**src/rtl/song_player.sv**
```systemverilog
// song_player: walks the notes of the selected song in a constant melody ROM and
// drives the buzzer tone generator with a half-period divider (0 = silence).
// Build option: define SONG_LOOP_EN to repeat the song forever instead of stopping
// with a one-cycle song_done pulse.
module song_player #(
    parameter int CLK_FREQ   = 100_000_000,
    parameter int BEAT_DIV   = 25_000_000,
    parameter int GAP_CYCLES = 2_500_000
) (
    input  logic        clk,
    input  logic        rst,
    input  logic        play_en,
    input  logic [2:0]  song_sel,
    output logic [21:0] note_div,
    output logic [3:0]  note_idx,
    output logic        playing,
    output logic        song_done
);

    localparam logic [1:0] S_IDLE = 2'd0;
    localparam logic [1:0] S_LOAD = 2'd1;
    localparam logic [1:0] S_PLAY = 2'd2;

    // Half-period in clk cycles for a tone of f Hz, folded to a constant at elaboration.
    function automatic logic [21:0] calc_div(input int f);
        return 22'(CLK_FREQ / (2 * f));
    endfunction

    // Indexed by pitch code; rest (0) and END (15) give silence.
    localparam logic [21:0] DIV_TAB [16] = '{
        22'd0,
        calc_div(262), calc_div(294), calc_div(330), calc_div(349),
        calc_div(392), calc_div(440), calc_div(494),
        calc_div(523), calc_div(587), calc_div(659), calc_div(698),
        calc_div(784), calc_div(880), calc_div(988),
        22'd0
    };

    // Melody ROM, entry = {len[1:0], pitch[3:0]}; pitch 4'hF marks END.
    localparam logic [5:0] SONG0 [16] = '{6'h01, 6'h02, 6'h03, 6'h04, 6'h05, 6'h06, 6'h07, 6'h08,
                                          6'h0F, 6'h0F, 6'h0F, 6'h0F, 6'h0F, 6'h0F, 6'h0F, 6'h0F};
    localparam logic [5:0] SONG1 [16] = '{6'h15, 6'h00, 6'h05, 6'h28, 6'h03, 6'h0F, 6'h0F, 6'h0F,
                                          6'h0F, 6'h0F, 6'h0F, 6'h0F, 6'h0F, 6'h0F, 6'h0F, 6'h0F};
    localparam logic [5:0] SONG2 [16] = '{6'h03, 6'h03, 6'h1A, 6'h00, 6'h3C, 6'h0F, 6'h0F, 6'h0F,
                                          6'h0F, 6'h0F, 6'h0F, 6'h0F, 6'h0F, 6'h0F, 6'h0F, 6'h0F};
    localparam logic [5:0] SONG3 [16] = '{6'h2E, 6'h0D, 6'h1C, 6'h0B, 6'h0F, 6'h0F, 6'h0F, 6'h0F,
                                          6'h0F, 6'h0F, 6'h0F, 6'h0F, 6'h0F, 6'h0F, 6'h0F, 6'h0F};
    localparam logic [5:0] SONG4 [16] = '{6'h01, 6'h0F, 6'h0F, 6'h0F, 6'h0F, 6'h0F, 6'h0F, 6'h0F,
                                          6'h0F, 6'h0F, 6'h0F, 6'h0F, 6'h0F, 6'h0F, 6'h0F, 6'h0F};
    // Song 5 fills all 16 slots, so it ends through the index wrap rather than an END entry.
    localparam logic [5:0] SONG5 [16] = '{6'h01, 6'h03, 6'h05, 6'h18, 6'h0A, 6'h0C, 6'h0E, 6'h00,
                                          6'h0D, 6'h0B, 6'h09, 6'h07, 6'h06, 6'h04, 6'h02, 6'h11};

    logic [1:0]  state_reg;
    logic [3:0]  idx_reg;
    logic [31:0] dur_cnt_reg;
    logic [21:0] div_reg;
    logic [2:0]  sel_reg;
    logic        wrap_reg;      // LOAD entered through the 15->0 wrap: treat as END
    logic        wait_rel_reg;  // song finished; play_en must drop before a new start
    logic [5:0]  rom_data;
    logic        end_hit;
    logic        sel_valid;
    logic        sel_changed;

    // ROM read for the current song/note.
    always_comb begin
        rom_data = 6'h0F;
        case (sel_reg)
            3'd0: rom_data = SONG0[idx_reg];
            3'd1: rom_data = SONG1[idx_reg];
            3'd2: rom_data = SONG2[idx_reg];
            3'd3: rom_data = SONG3[idx_reg];
            3'd4: rom_data = SONG4[idx_reg];
            3'd5: rom_data = SONG5[idx_reg];
            default: rom_data = 6'h0F;
        endcase
    end

    assign end_hit     = (rom_data[3:0] == 4'hF) || wrap_reg;
    assign sel_valid   = (song_sel < 3'd6);
    assign sel_changed = (song_sel != sel_reg);

    // Sequencer: IDLE -> LOAD -> PLAY -> LOAD ...; stop beats restart beats normal flow.
    always_ff @(posedge clk or posedge rst) begin
        if (rst) begin
            state_reg    <= S_IDLE;
            idx_reg      <= 4'd0;
            dur_cnt_reg  <= 32'd0;
            div_reg      <= 22'd0;
            sel_reg      <= 3'd0;
            wrap_reg     <= 1'b0;
            wait_rel_reg <= 1'b0;
        end else begin
            sel_reg <= song_sel;
            if (state_reg == S_IDLE) begin
                idx_reg  <= 4'd0;
                wrap_reg <= 1'b0;
                if (!play_en)
                    wait_rel_reg <= 1'b0;
                if (play_en && sel_valid && !wait_rel_reg)
                    state_reg <= S_LOAD;
            end else if (!play_en || !sel_valid) begin
                state_reg <= S_IDLE;
                idx_reg   <= 4'd0;
                wrap_reg  <= 1'b0;
            end else if (sel_changed) begin
                state_reg <= S_LOAD;
                idx_reg   <= 4'd0;
                wrap_reg  <= 1'b0;
            end else if (state_reg == S_LOAD) begin
                if (end_hit) begin
                    idx_reg  <= 4'd0;
                    wrap_reg <= 1'b0;
`ifdef SONG_LOOP_EN
                    state_reg <= S_LOAD;
`else
                    state_reg    <= S_IDLE;
                    wait_rel_reg <= 1'b1;
`endif
                end else begin
                    div_reg     <= DIV_TAB[rom_data[3:0]];
                    dur_cnt_reg <= 32'((int'(rom_data[5:4]) + 1) * BEAT_DIV - 1);
                    state_reg   <= S_PLAY;
                end
            end else begin
                if (dur_cnt_reg == 32'd0) begin
                    state_reg <= S_LOAD;
                    idx_reg   <= idx_reg + 4'd1;
                    wrap_reg  <= (idx_reg == 4'd15);
                end else begin
                    dur_cnt_reg <= dur_cnt_reg - 32'd1;
                end
            end
        end
    end

    // Tone is gated off during the tail of each note to articulate repeated pitches.
    always_comb begin
        note_div = 22'd0;
        if (state_reg == S_PLAY && dur_cnt_reg >= 32'(GAP_CYCLES))
            note_div = div_reg;
    end

    assign note_idx = idx_reg;
    assign playing  = (state_reg != S_IDLE);

`ifdef SONG_LOOP_EN
    assign song_done = 1'b0;
`else
    assign song_done = (state_reg == S_LOAD) && end_hit && play_en && sel_valid && !sel_changed;
`endif

endmodule

```
**config.mk**
```make
export PLATFORM = sky130hd
export DESIGN_NAME = song_player
export DESIGN_NICKNAME = d
export VERILOG_FILES = /design/src/rtl/song_player.sv
export SDC_FILE = /design/constraint.sdc
export NUM_CORES = 1
export LEC_CHECK = 0
export ABC_AREA = 1
export BUFFER_PORTS_ARGS = -buffer_cell sky130_fd_sc_hd__buf_2
export CORE_MARGIN = 10
export CORE_UTILIZATION = 35
export CTS_BUF_LIST = sky130_fd_sc_hd__clkbuf_8
export DETAILED_ROUTE_END_ITERATION = 6
export PLACE_DENSITY = 0.6
export SLEW_MARGIN = 25
export SYNTH_ARGS = -nofsm -noshare
export SYNTH_HDL_FRONTEND = slang
export SYNTH_SLANG_ARGS = --single-unit
```
**constraint.sdc**
```tcl
create_clock -name clk -period 3.47 [get_ports clk]
set_input_delay 0.8675 -clock clk [delete_from_list [all_inputs] [get_ports clk]]
set_output_delay 0.8675 -clock clk [all_outputs]
set_load 0.01 [all_outputs]
```
======== Yosys cells after proc, flatten, opt, wreduce, memory -nomap -nowiden ========
Memories as Yosys holds them, arrays and structs flattened. A register that Yosys moved wholly into a read port is not among the register bits.
Cells that the tools add are included.
word-level totals
  flip-flop bits (word level) ............. 43
  bits in read-only memories .............. 928
  input bits .............................. 6
  output and inout bits ................... 28
  memories kept ........................... 7
memories
  memory            depth  bits a word  rd ports  clocked after Yosys merged registers in  wr ports  line  source
  (name not given)  16     22           1         1                                        0         122   div_reg <= DIV_TAB[rom_data[3:0]];
  (name not given)  16     6            1         0                                        0         75    3'd5: rom_data = SONG5[idx_reg];
  (name not given)  16     6            1         0                                        0         74    3'd4: rom_data = SONG4[idx_reg];
  (name not given)  16     6            1         0                                        0         73    3'd3: rom_data = SONG3[idx_reg];
  (name not given)  16     6            1         0                                        0         72    3'd2: rom_data = SONG2[idx_reg];
  (name not given)  16     6            1         0                                        0         71    3'd1: rom_data = SONG1[idx_reg];
  1 more memories   --     --           --        --                                       --        --
operators by class
  add/subtract/negate cells ............... 4
  multipliers ............................. 1
  magnitude comparators ................... 3
  eq/ne operators ......................... 17
  mux-type cells .......................... 42
  bitwise operators ....................... 6
  reduce and logical (&&, ||, !) cells .... 25
operators with widths
  kind                                                                  count
  two-way mux 32 bit                                                    3
  two-way mux 6 bit                                                     12
  one-hot mux 6 bit (6 select lines)                                    1
  greater-or-equal comparator 32 x 22 -> 1 bit (second input constant)  1
  zero test 32 bit                                                      1
  subtractor 32 x 1 -> 32 bit (second input constant)                   1
  subtractor 28 x 1 -> 29 bit (second input constant)                   1
  two-way mux 4 bit                                                     6
  multiplier 3 x 19 -> 22 bit (second input constant)                   1
  two-way mux 22 bit                                                    1
  AND reduction 5 bit                                                   3
  two-way mux 2 bit                                                     7
  two-way mux 1 bit                                                     12
  NOT 4 -> 5 bit                                                        2
  equality test 4 bit (second input constant)                           2
  logical AND 1 bit                                                     7
  equality test 3 x 2 -> 1 bit (second input constant)                  2
  equality test 3 bit (second input constant)                           2
  != test 2 x 1 -> 1 bit (second input constant)                        3
  != test 2 bit (second input constant)                                 3
  nonzero test 2 bit                                                    3
  greater-or-equal comparator 5 bit (second input constant)             1
  != test 5 bit (second input constant)                                 1
  nonzero test 5 bit                                                    1
  13 further kinds                                                      21

======== Longest topological paths before layout ========
  depth after elaboration ................. 12
  depth in mapped cells ................... 18

======== Least setup slack after synthesis ========
Ideal clock, no wire load.
  kind .................................... register to output
  start ................................... register idx_reg[0] (netlist: note_idx[0])
  end ..................................... output port song_done
  arrival time ............................ 2.125 ns
  data required time ...................... 2.602 ns
  path slack .............................. 0.478 ns
  stages on the path, launching flop included .. 15
  cell sequence ........................... dfrtp_1 > inv_1 > ha_1 > nand2_1 > o21ai_0 > nand2_1 > nor2_1 > nand3_1 > ha_1 > inv_1 > nor2_1 > nand2_2 > nand2_1 > nand2_1 > inv_1
between the ends
  longest elaborated chain between the ends .. 11
  elaborated cells between the ends (all ways) .. 26
  those cells by class .................... eq/ne: 1; mux: 13; bitwise: 1; reduce/logical: 5; memory: 6
ends and longest elaborated chain
  element                                                                       line  source
  from (decl)                                                                   55    logic [3:0] idx_reg;
  from (signal assigned)                                                        129   idx_reg <= idx_reg + 4'd1;
  NOT 4 -> 5 bit (not written as such) (*)                                      --
  memory (16 x 6 bit) (tied with other cells)                                   --
  two-way mux 6 bit (not written as such) (tied with other cells) (2 in a row)  75
  one-hot mux 6 bit (6 select lines) (*)                                        69    case (sel_reg)
  equality test 4 bit (*)                                                       80    assign end_hit = (rom_data[3:0] == 4'hF) || wrap_reg;
  logical OR 1 bit (*)                                                          80
  logical AND 1 bit (*) (4 in a row)                                            151   assign song_done = (state_reg == S_LOAD) && end_hit && play_en && sel_valid && !sel_changed;
  to (decl)                                                                     17    output logic song_done
Mark *: on every way between the ends. The rest lies on a longest branch, timed or not. The select of a mux whose other input is x is not followed.

======== Worst setup path in the final report ========
  start ................................... register idx_reg[1] (netlist: note_idx[1])
  end ..................................... output port song_done
Same word-level chain as after synthesis.

==> reports/qor.csv <==
stage,metric,value,unit
outcome,outcome,"complete, no violations",
synth,synth-seq-cells,61,
setup_path,cp.arrival,2.42,ns
clocking,cts_made_buffers,9,
clocking,htree_levels,3,
cells_and_area,mostFrequentLayoutCells,"303 x nand2_1, 108 x nor2_1, 92 x inv_1",
setup_path,cp.required,2.60,ns
floorplan,start_util,36.1,%
power_and_ir_drop,clkPwrFrac,23.1,%
synth,netlist_instances,818,
floorplan,fp.coreArea,0.0140,sq mm
setup_path,path_class,register to output pin,
floorplan,die_w,140,microns
sta,fmax,0.304,GHz
synth,seq_area_frac_synth,30.2,%
sta,setup_ws,0.179,ns
sta,maxSlewHeadroom,55.9,%
sta,fin_crit_sh,94.8,%
hold_path,holdPathStages,2,
setup_path,worst-r2r-cell-count,16,
clocking,cts.clk_slew.worst_paths,0.07,ns
setup_path,cp.depth,16,
setup_path,cp_slowest_cell,dfrtp_2,
synth,avgSynthCellArea,6.17,sq um
power_and_ir_drop,power_switching,1510,uW
setup_path,crit_fanout,8,
cells_and_area,diodes,0,
synth,synth_largest_area_cell,dfrtp_1,
placement,place_ws,0.314,ns
setup_path,critPathMaxStageDelay,0.49,ns
power_and_ir_drop,power_frac_seq,35.0,%
power_and_ir_drop,power_leakage,0.00314,uW
global_routing,gr-total-overflow,0,
global_routing,grt_max_degree,55,
clocking,clk_path_buf_depth,2,
synth,synth_top_area_share,30.2,%
global_routing,grt_pass1_vias,4670,
global_routing,grt_util_all_layers,14.2,%
placement,place_congestion,0.890,
setup_path,crit_chain,buf_4 > ha_1 > inv_1 > nand3_1 > nand2_1 > inv_2 > nor2_1 > nand2_1 > ha_2 > inv_1 > nor2_1 > nand2_2 > nand2_2 > nand2_2 > inv_1 > buf_2,
power_and_ir_drop,powerDensity,611,mW/mm^2
power_and_ir_drop,p_sw_share,43.6,%
placement,dp_hpwl,10200,microns
cells_and_area,nets,878,
power_and_ir_drop,combPwrFrac,41.9,%
floorplan,io_pins,34,
cells_and_area,largest_reg_flops,32,
setup_path,critPathLaunchType,register,
clocking,insertion_delay,0.37,ns
sta,finClkSkew,0.00983,ns
floorplan,core.rowCount,43,
sta,hold_viol_final,0,
placement,port-buffer-count,29,
routing,drt_iter0_markers,328,
clocking,hold_buffers,0,
routing,drtAntennaViolNets,0,
floorplan,dieArea,0.0196,sq mm
routing,dr.pass1.iters,7,
hold_path,min-delay-path-class,register to register,
setup_path,path_delay_family,simple AND/OR/NAND/NOR gates,
power_and_ir_drop,vdd_ir_drop_max,209,uV
synth,yosysWarnings,0,
routing,drc,0,
setup_path,cp_num_buf_inv,6,
synth,synth_area_leaders,"dfrtp_1 30%, nand2_1 23%, nand3_1 8.6%",
clocking,clkSinkCount,61,
job,drv_cap,0,
sta,period_needed,3.29,ns
sta,drv_slew,0,
clocking,cts_root_buffer,clkbuf_8,
cells_and_area,syn2layout_area_growth,12.0,%
global_routing,grt_pass1_wl,23200,microns
synth,syn_area,0.00505,sq mm
global_routing,antenna_found_initial,0,
routing,wire_per_inst,13.4,microns
power_and_ir_drop,p_int,1950,uW
clocking,tritoncts,yes,
routing,drt_wl_total,13900,microns
sta,worstMarginPinSlew,0.660,ns
sta,hold_ws,0.481,ns
synth,synthDistinctLibCells,38,
routing,viasPerCell,4.81,
sta,setup_viol,0,
cells_and_area,layout_commonest_cell,nand2_1,
floorplan,die_h,140,microns
cells_and_area,final_layout_size_suffix_gt1_share,11.9,%
setup_path,end_kind,output pin,
routing,vias,4977,
==> area by class of cell <==
class,instances,area [sq um]
Multi-Input combinational cell,632,3010
Clock buffer,10,138
Sequential cell,61,1530
Inverter,98,368
Clock inverter,6,103
Timing Repair Buffer,47,284
Tap cell,180,225
Fill cell,1541,8330
==> what timing repair did <==
action / in CTS / in global routing
resized for setup: 2 / 17
pin swaps: 0 / 1
setup buffers: 0 / 4
gates cloned: 0 / 0
endpoints found under the hold margin: 0 / 0
endpoints found under the setup margin: 1 / 1
==> logic make-up after synthesis <==
kind of cell / synth area share [%]
AOI/OAI and AO/OA: 5.70
xor gates and xnor gates: 2.43
adders and majority gates: 5.70
buffers and inverters: 11.3
DFF: 30.2
other: 0.0742
and+or+nand+nor: 44.6
==> cell usage after synthesis <==
master	count
buf_1	1
conb_1	1
o21bai_1	1
inv_1	93
nor4_1	2
nor2_1	109
nand3_1	87
o211ai_2	1
nand4_1	10
o21a_1	1
xnor2_1	6
ha_1	23
nand3b_1	1
o31ai_1	1
a21oi_1	9
nand2_1	305
o211ai_1	2
or2_0	1
dfrtp_1	61
nor3_1	5
nand2_4	1
a21oi_2	1
nand3_2	1
nor2_4	2
nor2_2	5
o21ai_0	32
buf_6	6
nand3_4	1
buf_2	6
buf_4	10
o21ai_1	1
or3_1	1
a31oi_1	3
xor2_1	8
inv_2	5
nand2_2	5
clkbuf_1	7
or2_2	3
==> worst reg2reg max path: cells and delay by family, from the launching register on <==
kind	cells	cell delay, ns
buffers and inverters	4	0.48
adder cells (fa/ha/maj)	2	0.50
AND/OR/NAND/NOR	8	0.68
AO/OA/AOI/OAI	2	0.48
flip-flops	1	0.49
==> final timing paths <==
kind                               endpoint  slack [ns]        start
min in group asynchronous        div_reg[2]        0.59          rst
worst max-delay path              song_done        0.18  note_idx[1]
worst min register to register   div_reg[0]        0.48   div_reg[0]
max in group asynchronous       note_idx[2]        2.13          rst
worst min-delay path             div_reg[0]        0.48   div_reg[0]
worst max register to register   div_reg[5]        0.77  note_idx[1]
==> power groups by stage <==
stage | logic (uW) | registers [uW] | clock network [uW]
global placement | 1420 | 1220 | 0
CTS | 1450 | 1210 | 823
floorplan | 1150 | 1150 | 0
detailed placement | 1440 | 1220 | 0
finish | 1450 | 1210 | 798
global route | 1700 | 1250 | 853
==> per-layer routing <==
| metal | GRT usage [%] | part of all wire, % | vias up |
|---|---|---|---|
| li1 | - | - | 2596 |
| met1 | 18.1 | 48 | 2268 |
| met2 | 23.1 | 47 | 97 |
| met3 | 2.91 | 4.1 | 16 |
| met4 | 5.00 | 1.6 | 0 |
| met5 | 0 | 0 | - |
==> metrics by stage <==
stage               std cells  util [%]  cell area (sq um)  TNS [ns]  total power, uW
detailed placement       1014      38.1               5340         0             2660
global placement         1014      38.1               5340         0             2640
finish                   1034      40.5               5660         0             3460
global route             1034      40.5               5660  -0.00808             3800
floorplan                 821         -               5060         0             2300
CTS                      1030      39.9               5580         0             3480
Note: power is estimated with default switching activity, not from simulation.
